==> config.mk <==
export PLATFORM = sky130hd
export DESIGN_NAME = adder_arbiter
export DESIGN_NICKNAME = d
export VERILOG_FILES = /design/src/rtl/adder_arbiter.sv
export SDC_FILE = /design/constraint.sdc
export NUM_CORES = 1
export LEC_CHECK = 0
export CORE_ASPECT_RATIO = 0.8
export CORE_MARGIN = 3
export CORE_UTILIZATION = 47
export CTS_CLUSTER_SIZE = 12
export DETAILED_ROUTE_END_ITERATION = 8
export GPL_TIMING_DRIVEN = 0
export PLACE_DENSITY = 0.89
export SETUP_SLACK_MARGIN = 0.02
export SYNTH_ARGS = -nofsm -noshare
export SYNTH_HDL_FRONTEND = slang
export SYNTH_SLANG_ARGS = --single-unit
export TNS_END_PERCENT = 10
==> constraint.sdc <==
create_clock -name clk -period 3.1 [get_ports clk]
set_input_delay 0.465 -clock clk [delete_from_list [all_inputs] [get_ports clk]]
set_output_delay 0.465 -clock clk [all_outputs]
set_load 0.02 [all_outputs]
==> src/rtl/adder_arbiter.sv <==
// Two-port round-robin arbiter sharing one signed_adder; each port has a
// valid/ready request channel and a valid/ready response channel.

module adder_arbiter #(
    parameter int unsigned WIDTH = 8
) (
    input  logic             clk,
    input  logic             reset_n,
    input  logic [1:0]       req_valid,
    output logic [1:0]       req_ready,
    input  logic [WIDTH-1:0] x0,
    input  logic [WIDTH-1:0] y0,
    input  logic [WIDTH-1:0] x1,
    input  logic [WIDTH-1:0] y1,
    input  logic [1:0]       add_sub,
    output logic [1:0]       rsp_valid,
    input  logic [1:0]       rsp_ready,
    output logic [WIDTH-1:0] s,
    output logic             overflow,
    output logic             negative,
    output logic             zero,
    output logic             cout,
    output logic             busy
);

    typedef enum logic [1:0] {
        ST_IDLE = 2'd0,
        ST_EXEC = 2'd1,
        ST_RESP = 2'd2
    } state_t;

    state_t           r_state;
    state_t           w_state_nxt;

    logic             r_last_grant;
    logic             r_gnt;
    logic [WIDTH-1:0] r_x;
    logic [WIDTH-1:0] r_y;
    logic             r_op;

    logic [WIDTH-1:0] r_s;
    logic             r_overflow;
    logic             r_negative;
    logic             r_zero;
    logic             r_cout;
    logic [1:0]       r_rsp_valid;
    logic             r_busy;

    logic             w_gnt;
    logic             w_accept;
    logic             w_load_res;
    logic             w_rsp_done;
    logic [1:0]       w_req_ready;

    logic [WIDTH-1:0] w_add_s;
    logic             w_add_overflow;
    logic             w_add_negative;
    logic             w_add_zero;
    logic             w_add_cout;

    signed_adder #(
        .WIDTH (WIDTH)
    ) u_adder (
        .x        (r_x),
        .y        (r_y),
        .add_sub  (r_op),
        .s        (w_add_s),
        .overflow (w_add_overflow),
        .negative (w_add_negative),
        .zero     (w_add_zero),
        .cout     (w_add_cout)
    );

    // State register
    always_ff @(posedge clk or negedge reset_n) begin
        if (!reset_n) begin
            r_state <= ST_IDLE;
        end else begin
            r_state <= w_state_nxt;
        end
    end

    // Grant selection, next state and handshake strobes
    always_comb begin
        w_state_nxt = r_state;
        w_gnt       = ~r_last_grant;
        w_accept    = 1'b0;
        w_load_res  = 1'b0;
        w_rsp_done  = 1'b0;
        w_req_ready = 2'b00;

        if (req_valid == 2'b01) begin
            w_gnt = 1'b0;
        end else if (req_valid == 2'b10) begin
            w_gnt = 1'b1;
        end

        case (r_state)
            ST_IDLE: begin
                if (|req_valid) begin
                    w_req_ready = {w_gnt, ~w_gnt};
                    w_accept    = 1'b1;
                    w_state_nxt = ST_EXEC;
                end
            end
            ST_EXEC: begin
                w_load_res  = 1'b1;
                w_state_nxt = ST_RESP;
            end
            ST_RESP: begin
                if (rsp_ready[r_gnt]) begin
                    w_rsp_done  = 1'b1;
                    w_state_nxt = ST_IDLE;
                end
            end
            default: begin
                w_state_nxt = ST_IDLE;
            end
        endcase
    end

    // Request capture and round-robin pointer
    always_ff @(posedge clk or negedge reset_n) begin
        if (!reset_n) begin
            r_last_grant <= 1'b1;
            r_gnt        <= 1'b0;
            r_x          <= '0;
            r_y          <= '0;
            r_op         <= 1'b0;
        end else if (w_accept) begin
            r_last_grant <= w_gnt;
            r_gnt        <= w_gnt;
            r_x          <= w_gnt ? x1 : x0;
            r_y          <= w_gnt ? y1 : y0;
            r_op         <= add_sub[w_gnt];
        end
    end

    // Result and response registers; result only moves on EXEC->RESP
    always_ff @(posedge clk or negedge reset_n) begin
        if (!reset_n) begin
            r_s         <= '0;
            r_overflow  <= 1'b0;
            r_negative  <= 1'b0;
            r_zero      <= 1'b0;
            r_cout      <= 1'b0;
            r_rsp_valid <= 2'b00;
            r_busy      <= 1'b0;
        end else begin
            r_busy <= (w_state_nxt != ST_IDLE);
            if (w_load_res) begin
                r_s         <= w_add_s;
                r_overflow  <= w_add_overflow;
                r_negative  <= w_add_negative;
                r_zero      <= w_add_zero;
                r_cout      <= w_add_cout;
                r_rsp_valid <= {r_gnt, ~r_gnt};
            end else if (w_rsp_done) begin
                r_rsp_valid <= 2'b00;
            end
        end
    end

    // Ready is forced low while reset is held, even though it is combinational
    assign req_ready = reset_n ? w_req_ready : 2'b00;
    assign rsp_valid = r_rsp_valid;
    assign s         = r_s;
    assign overflow  = r_overflow;
    assign negative  = r_negative;
    assign zero      = r_zero;
    assign cout      = r_cout;
    assign busy      = r_busy;

endmodule

// Combinational signed add/subtract with carry, overflow, sign and zero flags.
module signed_adder #(
    parameter int unsigned WIDTH = 8
) (
    input  logic [WIDTH-1:0] x,
    input  logic [WIDTH-1:0] y,
    input  logic             add_sub,
    output logic [WIDTH-1:0] s,
    output logic             overflow,
    output logic             negative,
    output logic             zero,
    output logic             cout
);

    logic [WIDTH-1:0] w_y_eff;
    logic [WIDTH:0]   w_sum;
    logic             w_c_msb;

    assign w_y_eff = add_sub ? ~y : y;
    assign w_sum   = {1'b0, x} + {1'b0, w_y_eff} + (WIDTH+1)'(add_sub);
    assign s       = w_sum[WIDTH-1:0];
    assign cout    = w_sum[WIDTH];
    // Carry into the MSB recovered from the MSB sum bit
    assign w_c_msb  = x[WIDTH-1] ^ w_y_eff[WIDTH-1] ^ w_sum[WIDTH-1];
    assign overflow = w_c_msb ^ w_sum[WIDTH];
    assign negative = w_sum[WIDTH-1];
    assign zero     = (w_sum[WIDTH-1:0] == '0);

endmodule

## Word level (Yosys, flattened, before mapping)

Index checks and enable logic that the tools add are counted.

| cells by class | value |
|---|---|
| $add $sub $neg | 2 |
| $mul | 0 |
| div/mod/pow operators | 0 |
| $lt $le $gt $ge | 2 |
| eq/ne operators | 4 |
| shift operators | 0 |
| muxes and demuxes | 22 |
| bitwise gates (word level) | 7 |
| reductions and logical operators | 5 |

Operators with widths:

| kind | count |
|---|---|
| two-way mux 8 bit | 3 |
| two-way mux 2 bit | 7 |
| two-way mux 1 bit | 11 |
| adder 8 x 8 -> 9 bit | 1 |
| adder 9 x 1 -> 9 bit | 1 |
| zero test 8 bit | 1 |
| inverter 8 bit | 1 |
| case mux 2 bit (3 select lines) | 1 |
| == test 2 x 1 -> 1 bit, second input constant | 2 |
| == test 2 bit, second input constant | 2 |
| less-than comparator 1 x 2 -> 1 bit, second input constant | 2 |
| nonzero test 2 bit | 2 |
| inverter 1 bit | 3 |
| bitwise XOR 1 bit | 3 |
| zero test 2 bit | 1 |
| OR reduction 2 bit | 1 |

| storage, ports and cells | value |
|---|---|
| bits in registers | 36 |
| latch bits | 0 |
| RAM bits | 0 |
| memory bits (read-only) | 0 |
| output and inout port bits | 17 |
| memories kept | 0 |

## Depth between registers and ports, before layout

Gate-level depths: netlist of the first run.

| depth | value |
|---|---|
| depth after elaboration | 7 |
| gate-level depth with buffers | 9 |
| mapped depth without buffers | 8 |

## Modules after synthesis

A second synthesis of the first run with hierarchy kept.

| unflattened totals | value |
|---|---|
| cell total of the unflattened synthesis | 220 |
| area total of the unflattened synthesis | 2,123.3 um2 |

By module, submodules not included:

| module | instances | cells an instance | area an instance (um2) | sequential area each (um2) |
|---|---|---|---|---|
| adder_arbiter | 1 | 155 | 1,634.1 | 902.1 |
| signed_adder | 1 | 65 | 489.2 | 0.0 |

## Worst setup path before layout of the first run

Ideal clock, no wire load.

| timing path | value |
|---|---|
| path type | register -> register |
| start | register r_op |
| end | register r_overflow, in the netlist overflow |
| library setup time | 0.069 ns |
| arrival | 2.208 ns |
| slack | 0.824 ns |
| stages on the path, launching flop included | 9 |
| buffers on the path | 1 |
| path through | dfrtp_1 buf_6 xor2_1 ha_1 or2_2 and3_4 o211a_1 or4_1 nand3_1 |

| between the ends | value |
|---|---|
| word-level cells in the longest chain between the ends | 5 |
| elaborated cells on any way between the ends | 6 |
| those cells by class | add/sub (2); mux (1); bitwise (3) |

Ends and longest elaborated chain:

| element | line | RTL |
|---|---|---|
| from (decl) | 39 | `logic r_op;` |
| from (signal assigned) | 135 | `r_op <= add_sub[w_gnt];` |
| two-way mux 8 bit | 194 | `assign w_y_eff = add_sub ? ~y : y;` |
| adder 8 x 8 -> 9 bit | 195 | `assign w_sum = {1'b0, x} + {1'b0, w_y_eff} + (WIDTH+1)'(add_sub);` |
| adder 9 x 1 -> 9 bit | 195 |  |
| bitwise XOR 1 bit | 199 | `assign w_c_msb = x[WIDTH-1] ^ w_y_eff[WIDTH-1] ^ w_sum[WIDTH-1];` |
| bitwise XOR 1 bit * | 200 | `assign overflow = w_c_msb ^ w_sum[WIDTH];` |
| to (signal assigned) | 153 | `r_overflow <= w_add_overflow;` |
| to (decl) | 42 | `logic r_overflow;` |

Every way passes the cells marked *; elsewhere a longest branch is shown, timed or not.
A chain may end at the register's enable or synchronous reset.

## Worst setup path after layout of the first run

| timing path | value |
|---|---|
| start | register r_state[1] |
| end | output req_ready[0] |

| between the ends | value |
|---|---|
| word-level cells in the longest chain between the ends | 3 |

Ends and longest elaborated chain:

| element | line | RTL |
|---|---|---|
| from (decl) | 32 | `state_t r_state;` |
| from (signal assigned) | 79 | `r_state <= w_state_nxt;` |
| zero test 2 bit | 98 | `case (r_state)` |
| two-way mux 2 bit | 98 |  |
| two-way mux 2 bit | 165 | `assign req_ready = reset_n ? w_req_ready : 2'b00;` |
| to (decl) | 10 | `output logic [1:0] req_ready,` |

Every way passes these cells.

==> metrics.md, run 1 <==
| Metric | Value |
|---|---|
| Starting density of the core | `51.77%` |
| EDFF count, synth | `0` |
| Placer congestion estimate | `0.7904` |
| Maximum VDD drop | `0.6256 mV` |
| Grt ovf | `0` |
| Minimum clock period | `2.903 ns` |
| Unrepaired setup endpoints after global routing | `no` |
| Reg clk slew, reported paths | `around 0.07 ns` |
| Commonest cells after routing, fill and taps aside | `clkdlybuf4s50_1 (55), dfrtp_1 (34), inv_1 (26), nand2_1 (19), a222oi_1 (17)` |
| Final Cycle Share | `~94%` |
| Final net count | `298` |
| Die extent in x | `76.77 um` |
| Met3 wire length | `431 um` |
| CP Capture Type | `output port` |
| Seq cells post-synth | `35` |
| Area growth syn-to-layout | `40.66%` |
| Met2 wire len | `2022 um` |
| I/O pin cnt | `57` |
| Num CTS Buffers | `5` |
| Core Footprint | `~0.0036 sq mm` |
| Cts hold-fix bufs | `0` |
| CTS Buffer Depth | `2` |
| Max Cap Violations | `0` |
| Most used DFF post-synth | `dfrtp_1` |
| Placement Setup Slack | `-0.1844 ns` |
| Rows | `19` |
| CTS tree | `yes` |
| Clock Root Buffer | `clkbuf_8` |
| Final Max Tran Viols | `0` |
| Drt drc | `0` |
| HP Class | `input pin to async pin` |
| Seq/Total Area, Yosys | `a little under half` |
| First-pass GRT wire length | `7486 um` |
| Async SR Flop Fraction | `100.0%` |
| Crit start category | `flop` |
| Int Power | `1.975 mW` |
| Reg2reg start | `r_op` |
| Setup violations, final | `0` |
| Worst slew margin | `48.22%` |
| Die Ht | `62.62 um` |
| Clock share of power | `14.0%` |
| Switching portion of total power | `42.58%` |
| Syn Inst Count | `187` |
| Placed Cells incl. Taps | `295` |
| Drt initial violations | `around 130` |
| Worst Setup Path Type | `flop to output port` |
| CP required | `about 2.6 ns` |
| Via Count | `roughly 1,700` |
| Crit path DAT | `approximately 2.4 ns` |
| Via-per-instance ratio | `5.620` |
| Setup bufs post-CTS | `0` |
| I/O Buffers | `56` |
| Most common cell after layout, fill and taps aside | `clkdlybuf4s50_1` |
| Library cells used by synthesis | `42` |
| Seq pwr share | `24.9%` |
| TritonRoute pass-1 iters | `6` |
| FF-to-FF path depth | `9` |
| Worst-Margin Slew | `0.7768 ns` |
| Uppermost layer routed | `met4` |
| Pwr/cell area | `between 1000 and 1500 mW/mm^2` |
| CP max FO | `10` |
| R2r setup slk | `0.51 ns` |
| Number of synthesis warnings | `0` |
| Post-Route WL | `4505 um` |
| Leak Pwr | `~1.3 nW` |
| Clock Sinks | `35` |
| Number of global-route vias before repair | `about 1,600` |
| Combinational power share | `61.1%` |
| Initial antenna violation count | `0` |
| GRT Total Usage | `between 10% and 20%` |
| RR Endpoint | `zero` |
| Antenna diode count | `0` |
| Largest net degree at the start of global routing | `38` |
| Area of the mapped netlist | `roughly 0.0019 sq mm` |
| Die area | `roughly 0.0048 sq mm` |
| Post-DP HPWL | `3329 um` |
| Antenna Violating Nets Remaining | `0` |
| Metal-1 WL | `roughly 2000 um` |
| Max Freq | `344.5 MHz` |
| Final Hold Viols | `0` |
| Worst skew pair latency | `0.28 ns` |
| Share of cells above drive strength 1 | `under 10%` |
| Final Skew | `between 0.008 and 0.009 ns` |
| Status | `completed` |
| Sw power | `1.465 mW` |
| Final WS setup | `0.1971 ns` |
| Final std cells w/o fill | `between 300 and 400` |
| Avg Cell Area, Syn | `10.07 sq um` |
| H-tree depth | `2` |
| Mapped Nets | `approximately 240` |
| Final Util | `72.82%` |
| WL/cell | `14.87 um` |
==> cell usage after synthesis, types with 2 or more instances <==
cell type | count | share of area (%)
ha_1 | 7 | 4.7
a21oi_1 | 7 | 1.9
nand3_1 | 2 | 0.53
nand2b_1 | 2 | 0.66
clkbuf_1 | 7 | 1.4
xnor2_1 | 3 | 1.4
o21a_1 | 2 | 0.80
a222oi_1 | 17 | 9.0
or4_1 | 2 | 0.80
mux2_2 | 3 | 1.8
o21ai_0 | 8 | 2.1
o31ai_1 | 2 | 0.80
nor2b_1 | 4 | 1.3
xor2_1 | 9 | 4.2
nor2_1 | 3 | 0.60
nand2_1 | 19 | 3.8
dfrtp_1 | 34 | 45
and2_1 | 2 | 0.66
a21o_1 | 3 | 1.2
o22ai_1 | 3 | 1.0
inv_1 | 26 | 5.2
a31oi_1 | 2 | 0.66
==> logic make-up after synthesis <==
group                    count (synthesis)  synth area share [%]
flip-flops                              35                 46.58
XOR/XNOR                                12                 5.582
AO/OA/AOI/OAI                           52                 21.26
AND/OR/NAND/NOR                         41                 10.96
buffers and inverters                   35                 7.575
multiplexers                             4                 2.325
adder cells (fa/ha/maj)                  8                 5.714
==> power by group through the flow <==
stage	combinational (mW)	clock, mW	sequential [mW]
2_1_floorplan	1.42	0	0.920
3_3_place_gp	1.98	0	0.852
3_5_place_dp	2.04	0	0.860
4_1_cts	2.08	0.485	0.854
5_1_grt	2.33	0.509	0.882
6_report	2.10	0.482	0.856
==> metal layers <==
layer | vias to the layer above | global-route usage, %
li1 | 811 | -
met1 | 793 | 25.32
met2 | 93 | 31.09
met3 | 6 | 5.908
met4 | 0 | 5.430
met5 | - | 0
==> timing repair <==
action / in CTS / in global routing
gates cloned: 0 / 0
resized for setup: 2 / 1
endpoints found under the setup margin: 1 / 1
endpoints found under the hold margin: 0 / 0
==> how the worst max path moves through the flow <==
stage,depth (start not counted),startpoint,to
final,6,r_state[1],req_ready[0]
after global routing,6,r_state[1],req_ready[0]
after CTS,6,r_state[1],req_ready[0]
after detailed placement,6,req_valid[0],req_ready[0]
after global placement,3,reset_n,req_ready[0]
after floorplan,8,r_op,overflow
==> final cells by class <==
| cell class | count | area [sq um] |
|---|---|---|
| Tap cell | 52 | 65.06 |
| Clock buffer | 6 | 72.57 |
| Clock inverter | 2 | 60.06 |
| Inverter | 26 | 97.59 |
| Buffer | 9 | 46.29 |
| Timing Repair Buffer | 56 | 555.5 |
| Multi-Input combinational cell | 117 | 874.6 |
| Sequential cell | 35 | 877.1 |
| Fill cell | 267 | 988.4 |
==> worst max-delay path, stage by stage, from the launching register on <==
cell             delay, ns
dfrtp_1               0.46
nor2_1                0.23
nand2_1               0.13
a21oi_4               0.27
clkbuf_2              0.29
and2_1                0.16
clkdlybuf4s50_1       0.60
==> per-stage QoR <==
stage	cell area, sq um	hold slack (ns)	power (mW)	TNS (ns)
after detailed placement	2504	0.4613	2.904	-0.1844
after global routing	2649	0.3120	3.721	0
after floorplan	1883	0.1694	2.341	0
final	2649	0.2571	3.440	0
after global placement	2509	0.4624	2.835	-0.6300
after CTS	2641	0.2794	3.422	0
==> state kept, by name, summed over array words and instances, names as in the netlist <==
register      flops
r_state           2
cout              1
r_gnt             1
busy              1
overflow          1
zero              1
r_y               8
r_op              1
r_x               8
rsp_valid         2
r_last_grant      1
s                 8
No activity file was read; power rests on OpenSTA's default activity.
==> run 2, diff against run 1 <==
--- a/config.mk
+++ b/config.mk
@@ -5,6 +5,7 @@
 export SDC_FILE = /design/constraint.sdc
 export NUM_CORES = 1
 export LEC_CHECK = 0
+export ABC_CLOCK_PERIOD_IN_PS = 3100
 export CORE_ASPECT_RATIO = 0.8
 export CORE_MARGIN = 3
 export CORE_UTILIZATION = 47
==> results of run 2 <==
Final layout, timing and power as in run 1 (identical DEF).
